## src/rtl/uart_tx_arbiter.sv

```systemverilog
// uart_tx_arbiter: shares the uart transmit FIFO port between two FWFT byte
// requesters. A grant is locked for a whole frame (up to a byte flagged
// last). Grants alternate round-robin. A frame whose requester stalls
// mid-frame is released after pTimeoutCycles empty cycles.
module uart_tx_arbiter #(
    parameter int pTimeoutCycles = 12000
) (
    input  logic       iClk,
    input  logic       iRst_n,
    input  logic       iReq0Empty,
    input  logic [7:0] iReq0Data,
    input  logic       iReq0Last,
    output logic       oReq0RdEn,
    input  logic       iReq1Empty,
    input  logic [7:0] iReq1Data,
    input  logic       iReq1Last,
    output logic       oReq1RdEn,
    output logic       oTxRdEmpty,
    output logic [7:0] oTxData,
    input  logic       iTxRdEn,
    output logic [1:0] oGrant,
    output logic       oBusy,
    output logic       oTimeoutErr
);

    localparam int TW = $clog2(pTimeoutCycles + 1);
    localparam logic [TW-1:0] TMAX = TW'(pTimeoutCycles);
    localparam logic [TW-1:0] TLIM = TW'(pTimeoutCycles - 1);

    typedef enum logic {IDLE, LOCK} state_t;

    state_t        state, state_nxt;
    logic          gsel, gsel_nxt;
    logic          prio, prio_nxt;
    logic [TW-1:0] tcnt, tcnt_nxt;
    logic          terr, terr_nxt;

    logic          g_empty;
    logic          g_last;
    logic [7:0]    g_data;
    logic          pop;
    logic          locked;

    // Select the granted requester's FIFO head and qualify the uart pop.
    always_comb begin
        g_empty = gsel ? iReq1Empty : iReq0Empty;
        g_last  = gsel ? iReq1Last  : iReq0Last;
        g_data  = gsel ? iReq1Data  : iReq0Data;
        locked  = (state == LOCK);
        pop     = locked & iTxRdEn & ~g_empty;
    end

    // Combinational pass-through while locked; IDLE presents an empty FIFO.
    always_comb begin
        oTxRdEmpty  = locked ? g_empty : 1'b1;
        oTxData     = locked ? g_data  : 8'h00;
        oReq0RdEn   = pop & ~gsel;
        oReq1RdEn   = pop & gsel;
        oGrant      = locked ? (gsel ? 2'b10 : 2'b01) : 2'b00;
        oBusy       = locked;
        oTimeoutErr = terr;
    end

    // Next-state: grant choice in IDLE, frame end and stall timeout in LOCK.
    always_comb begin
        state_nxt = state;
        gsel_nxt  = gsel;
        prio_nxt  = prio;
        tcnt_nxt  = tcnt;
        terr_nxt  = 1'b0;
        case (state)
            IDLE: begin
                if (!iReq0Empty || !iReq1Empty) begin
                    state_nxt = LOCK;
                    tcnt_nxt  = '0;
                    // Favour the pointer's requester, fall back to the other.
                    gsel_nxt  = (prio ? !iReq1Empty : !iReq0Empty) ? prio : ~prio;
                end
            end
            LOCK: begin
                if (pop) begin
                    // A pop always beats a timeout landing in the same cycle.
                    tcnt_nxt = '0;
                    if (g_last) begin
                        state_nxt = IDLE;
                        prio_nxt  = ~gsel;
                    end
                end else if (g_empty) begin
                    if (tcnt >= TLIM) begin
                        // Drop the lock; remaining bytes form a new frame later.
                        state_nxt = IDLE;
                        prio_nxt  = ~gsel;
                        terr_nxt  = 1'b1;
                        tcnt_nxt  = TMAX;
                    end else begin
                        tcnt_nxt = tcnt + TW'(1);
                    end
                end
            end
            default: state_nxt = IDLE;
        endcase
    end

    // State registers; reset abandons any frame in progress.
    always_ff @(posedge iClk or negedge iRst_n) begin
        if (!iRst_n) begin
            state <= IDLE;
            gsel  <= 1'b0;
            prio  <= 1'b0;
            tcnt  <= '0;
            terr  <= 1'b0;
        end else begin
            state <= state_nxt;
            gsel  <= gsel_nxt;
            prio  <= prio_nxt;
            tcnt  <= tcnt_nxt;
            terr  <= terr_nxt;
        end
    end

endmodule

```

## config.mk

```make
export PLATFORM = sky130hd
export DESIGN_NAME = uart_tx_arbiter
export DESIGN_NICKNAME = d
export VERILOG_FILES = /design/src/rtl/uart_tx_arbiter.sv
export SDC_FILE = /design/constraint.sdc
export NUM_CORES = 1
export LEC_CHECK = 0
export ABC_AREA = 1
export CAP_MARGIN = 40
export CORE_AREA = 2 2 64 66
export DETAILED_ROUTE_END_ITERATION = 8
export DIE_AREA = 0 0 66 68
export SETUP_SLACK_MARGIN = 0.4
export SYNTH_ARGS = -nofsm -noshare
export SYNTH_HDL_FRONTEND = slang
export SYNTH_SLANG_ARGS = --single-unit
```

## constraint.sdc

```tcl
create_clock -name iClk -period 3.8 [get_ports iClk]
set_clock_uncertainty 0.1 [all_clocks]
set_input_delay 0.76 -clock iClk [delete_from_list [all_inputs] [get_ports iClk]]
set_output_delay 0.76 -clock iClk [all_outputs]
set_load 0.03 [all_outputs]
```

==> results of run 1 <==
==> area by class of cell <==
cell class                      instances  area, µm²
Inverter                               28        105
Multi-Input combinational cell        138        672
Clock buffer                            4       55.1
Timing Repair Buffer                   38        382
Fill cell                             413       2130
Sequential cell                        18        450
Tap cell                               50       62.6
==> routing by layer <==
layer  GRT usage, %  vias to the layer above
met5              0                        -
met3           3.95                        4
li1               -                      664
met4           2.30                        0
met2           23.1                       14
met1           19.0                      571
==> metrics by stage <==
stage | hold slack [ns] | setup slack, ns | utilization [%] | instances | cell area (µm²)
4_1_cts | 0.405 | 0.521 | 44.8 | 276 | 1730
2_1_floorplan | 0.342 | 1.25 | - | 185 | 1240
6_report | 0.404 | 0.527 | 44.8 | 276 | 1730
5_1_grt | 0.415 | 0.405 | 44.8 | 276 | 1730
3_5_place_dp | 0.388 | 0.526 | 43.3 | 272 | 1670
3_3_place_gp | 0.385 | 0.535 | 43.1 | 271 | 1660
==> flip-flops by register name, summed over array words and instances, names as in the netlist <==
| name | cells |
|---|---|
| oBusy | 1 |
| prio | 1 |
| gsel | 1 |
| tcnt | 14 |
| oTimeoutErr | 1 |
==> kinds of logic (layout without fill, tap and decap cells) <==
group / count (synthesis) / in the layout / synth area share (%)
simple gates: 112 / 112 / 38.6
fa+ha+maj: 1 / 1 / 1.01
buf+inv: 29 / 70 / 9.39
compound gates: 23 / 23 / 13.2
flops: 18 / 18 / 36.4
xor+xnor: 2 / 2 / 1.41
==> synth_stat cells, drive strengths merged <==
cell type	n
o31ai	1
clkinv	1
ha	1
nand4	2
nor3	4
o21ai	12
xor2	2
dfrtp	18
inv	27
o21a	1
a21boi	1
nand3	10
nand2	71
buf	1
a22o	8
nor2	25
==> worst max-delay path: stages <==
cell and delay, ns:
clkdlybuf4s50_1 0.44, nand2_1 0.12, nand2_4 0.09, nor2_1 0.18, inv_2 0.07, nor2_1 0.09
clkdlybuf4s50_1 0.67
==> power groups by stage <==
stage	Clock [µW]	Sequential (µW)	Combinational, µW
finish	160	265	590
detailed placement	0	268	593
CTS	166	265	595
floorplan	0	267	382
global route	172	270	642
global placement	0	268	593
==> final timing paths <==
kind	start	end	slack (ns)	cells after the start
max in group asynchronous	iRst_n	tcnt[6]	2.46	2
min in group asynchronous	iRst_n	tcnt[12]	0.70	1
hold reg to reg	prio	prio	0.40	2
setup reg to reg	tcnt[0]	tcnt[2]	2.00	8
hold / removal	prio	prio	0.40	2
setup / recovery	iReq1Empty	oReq1RdEn	0.53	7
==> summary.md, run 1 <==
| Metric | Value |
|---|---|
| Status | complete, no violations |
| Cell Pwr Density | roughly 600 nW/µm² |
| # IOs | 38 |
| Routed wire length | roughly 3100 µm |
| Top cells by area, synth | dfrtp_1 36%, nand2_1 20%, inv_1 7.6% |
| Total track usage | about 14% |
| Antenna diode count | 0 |
| Worst path arrival time | 2.41 ns |
| RSZ-0062 raised after global routing | false |
| YS warnings | 0 |
| PortBufs | 37 |
| DIE HEIGHT | just under 70 µm |
| DIE AREA | ~4500 µm² |
| Slew Viols, Final | 0 |
| Largest net degree at the start of global routing | 16 |
| Drt via density | between 4 and 5 |
| Cells after Synth | roughly 190 |
| Detail Route Antenna Nets | 0 |
| Least-Margin Pin Slew | 0.425 ns |
| Library cells used by synthesis | 24 |
| Wire length per cell | 11.2 µm |
| Global route overflow | 0 |
| Setup TNS | 0 ns |
| Final period utilization | 86.1% |
| Max cap viols | 0 |
| CTS Hold Bufs | 0 |
| Initial Util | roughly 32% |
| Critical setup path kind | input port to primary output |
| Post-CTS setup buffers | 0 |
| CTS root buffer | clkbuf_8 |
| Most frequent cells in the layout | 67 x nand2_1, 37 x clkdlybuf4s50_1, 25 x inv_1 |
| Final setup fails | 0 |
| Rows | 23 |
| Hold Violations, Final | 0 |
| CTS sink cnt | 18 |
| Worst-Skew Late Latency | 0.26 ns |
| Vias | 1253 |
| Hpwl dp | 2440 µm |
| Design Power | just over 1000 µW |
| Sequential Power Share | between 20% and 30% |
| Vias in the first global route | around 1100 |
| Clock power share | between 10% and 20% |
| Uppermost routed layer | met4 |
| Die X | approximately 66 µm |
| Seq/Total Area, Yosys | 36.4% |
| Avg Cell Area, Syn | between 6 and 7 µm² |
| Worst EP required | about 2.9 ns |
| Internal power | about 540 µW |
| First drt pass iteration count | 4 |
| Core box area | about 3900 µm² |
| Top-area cell type share of the netlist area | between 30% and 40% |
| First-pass GRT wire length | slightly below 5000 µm |
| Switching share of power | a little under half |
| # DRC | 0 |
| Worst vdd ir | roughly 250 µV |
| Fmax | between 300 and 400 MHz |
| CP max FO | 5 |
| Cts repair resizes | 0 |
| Yosys reg bits | 18 |
| Area grow syn2layout | 39.4% |
| CTS tree | done |
| Final nets | 251 |
| Static leakage | 0.000868 µW |
| Share of cells above drive strength 1 | between 6 and 7% |
| Min Tclk post-route | 3.27 ns |
| Net Count, Synth | between 200 and 250 |
| Met3 wire length | 85 µm |
| Crit. End Element | primary output |
| CP Launch Type | input port |
| Commonest non-fill, non-tap cell in the layout | nand2_1 |
| Initial antenna violation count | 0 |
| H-tree depth | 1 |
| Rel. slew slack | 71.6% |
| Switch Pwr | 471 µW |
| DR iter-0 viols | 38 |
| Clock transition at path regs | 0.07 ns |
| CTS Buf Count | 3 |
| Combinational Power Share | 58.1% |
| Synthesized area | between 1000 and 1500 µm² |
| Metal-1 WL | between 1500 and 2000 µm |
| Routed wl met2 | between 1000 and 1500 µm |
| Top cell type by total area after synthesis | dfrtp_1 |
| GP Congestion | 0.810 |
| Hold Path Class | flop to flop |
| CTS max path bufs | 2 |
Power figures use the tool's default switching activity.
==> inputs of run 2 (changes only) <==
Settings changed: CTS_CLUSTER_DIAMETER from default to 60.
==> results of run 2 <==
Same layout as run 1: the final DEF is identical, and so are final timing and power.
==> inputs of run 3 (changes only) <==
Settings changed: CAP_MARGIN 40 to 20.
==> run 3 against run 2 <==
Against the previous run: register-to-register slack barely moved; combinational power hardly changed; via count decreased by 0.32%; count of clock-buffer cells in the layout decreased by 1; first-iteration DRC count increased by 45%; sequential power barely moved; flip-flop and latch count did not move; hold slack lost 0.0039 ns; critical endpoint is now oReq0RdEn; highest routed layer unchanged.
==> summary.md, run 3 (same netlist as run 1, synthesis figures left out) <==
| Metric | Value |
|---|---|
| Status | complete, no violations |
| Setup TNS | 0 ns (unchanged) |
| Combinational Power Share | 59.5% (+1.4 points) |
| Cell Pwr Density | 580 nW/µm² (-1.4%) |
| Crit. End Element | primary output |
| Hold_ws | 0.400 ns (-0.00391 ns) |
| Largest Register | tcnt |
| Area grow syn2layout | 37.4% |
| Sequential Power Share | 26.8% (+0.7 points) |
| Initial Util | 32.1% (unchanged) |
| Vias | 1249 (-0.32%) |
| Vias in the first global route | 1066 (-0.56%) |
| First drt pass iteration count | 4 (unchanged) |
| Max reg flops | 14 (unchanged) |
| Final nets | 250 (-0.40%) |
| Multi-input gate area | 672 µm² (unchanged) |
| CP Launch Type | input port |
| GP Congestion | 0.810 (unchanged) |
| Final setup fails | 0 (unchanged) |
| Wire length per cell | 11.1 µm (-0.48%) |
| Total track usage | 14.4% (+0.26 points) |
| PortBufs | 37 (unchanged) |
| Hpwl dp | 2370 µm (-2.6%) |
| Rel. slew slack | 46.5% (-25 points) |
| H-tree depth | 1 (unchanged) |
| Routed wire length | 3050 µm (-1.2%) |
| Min Tclk post-route | 3.27 ns (-0.00159 ns) |
| Worst EP required | 2.94 ns (about the same) |
| CTS Buf Count | 3 (unchanged) |
| RSZ-0062 raised after global routing | false |
| Largest net degree at the start of global routing | 19 (+3) |
| Fmax | 306 MHz (about the same) |
| Final period utilization | 86.1% (about the same) |
| CP Cell Sequence | clkdlybuf4s50_1 > nand2_1 > nand2_4 > nor2_1 > nand2_1 > inv_1 > clkdlybuf4s50_1 |
| Clock power share | 13.7% (-2.1 points) |
| Antenna diode count | 0 (unchanged) |
| Drt via density | 4.56 (+0.41%) |
| DIE AREA | 4490 µm² (unchanged) |
| Worst vdd ir | 267 µV (+8.9%) |
| # DRC | 0 (unchanged) |
| Reg area | 450 µm² (unchanged) |
| Critical setup path kind | input port to primary output |
| CTS tree | done |
| CP max FO | 5 (unchanged) |
| CTS Hold Bufs | 0 (unchanged) |
| Hold Path Class | flop to flop |
| Static leakage | 0.000855 µW (-1.5%) |
| Die X | 66 µm (unchanged) |
| CP max stage cell | clkdlybuf4s50_1 |
| Share of cells above drive strength 1 | 5.80% (-0.83 points) |
| DIE HEIGHT | 68 µm (unchanged) |
| CTS root buffer | clkbuf_8 |
| Post-CTS setup buffers | 0 (unchanged) |
| Hold Violations, Final | 0 (unchanged) |
| Max cap viols | 0 (unchanged) |
| Cts repair resizes | 0 (unchanged) |
| Core box area | 3860 µm² (unchanged) |
| CTS max path bufs | 2 (unchanged) |
| # IOs | 38 (unchanged) |
| Switch Pwr | 465 µW (-1.4%) |
| Global route overflow | 0 (unchanged) |
| Commonest non-fill, non-tap cell in the layout | nand2_1 |
| Internal power | 522 µW (-4.2%) |
| # fillers | 412 (-0.24%) |
| Most frequent cells in the layout | 67 x nand2_1, 37 x clkdlybuf4s50_1, 25 x inv_1 |
| First-pass GRT wire length | 4930 µm (+0.84%) |
| Slew Viols, Final | 0 (unchanged) |
| Worst path arrival time | 2.41 ns (about the same) |
| Max stage delay on crit path | 0.68 ns (about the same) |
| Rows | 23 (unchanged) |
| Switching share of power | 47.1% (+0.71 points) |
| CTS sink cnt | 18 (unchanged) |
| Clock transition at path regs | 0.06 ns (about the same) |
| Detail Route Antenna Nets | 0 (unchanged) |
| DR iter-0 viols | 55 (+45%) |
| Worst-Skew Late Latency | 0.26 ns (about the same) |
| Initial antenna violation count | 0 (unchanged) |
| Least-Margin Pin Slew | 0.800 ns (+0.375 ns) |
-- run 3: changes by cell type in the layout (fill, tap and decap cells not counted), sizes merged --
cell    delta
buf        -1
clkbuf     -1
-- run 3: final cells by class --
class,instances,share of cell area (%)
inverter,28,6.18
sequential,18,26.5
tap,50,3.68
timing repair buffer,37,21.8
clock buffer,3,2.43
multi-input combinational,138,39.5
-- run 3: per-layer routing --
metal  GRT usage [%]  part of all wire, %
met2            22.1                   46
met3            3.45                  2.8
met4            5.36                  1.9
met5               0                    0
met1            19.6                   49
-- run 3: final timing paths --
check                                  to  slack, ns  cells past startpoint        from
worst max-delay path            oReq0RdEn       0.53                      7  iReq1Empty
worst min-delay path                 prio       0.40                      2        prio
worst max register to register    tcnt[2]       1.99                      8     tcnt[0]
worst min register to register       prio       0.40                      2        prio
max in group asynchronous            gsel       2.23                      1      iRst_n
min in group asynchronous        tcnt[13]       0.86                      1      iRst_n
-- run 3: per-stage QoR --
step	total power, µW	utilization, %	area, µm²	instances	setup slack [ns]
2_1_floorplan	649	-	1240	185	1.25
3_3_place_gp	861	43.1	1660	271	0.535
3_5_place_dp	859	43.1	1660	271	0.524
4_1_cts	998	44.1	1700	274	0.519
5_1_grt	1060	44.1	1700	274	0.404
6_report	986	44.1	1700	274	0.529
-- run 3: power groups by stage --
stage	clock network [µW]	registers, µW	logic, µW
final	136	264	587
after global routing	151	271	642
after global placement	0	268	593
after detailed placement	0	269	591
after floorplan	0	267	382
after CTS	139	265	593
-- run 3: critical path, delay by kind of cell --
kind,cells,cell delay [ns]
buf+inv,3,1.18
simple gates,4,0.48
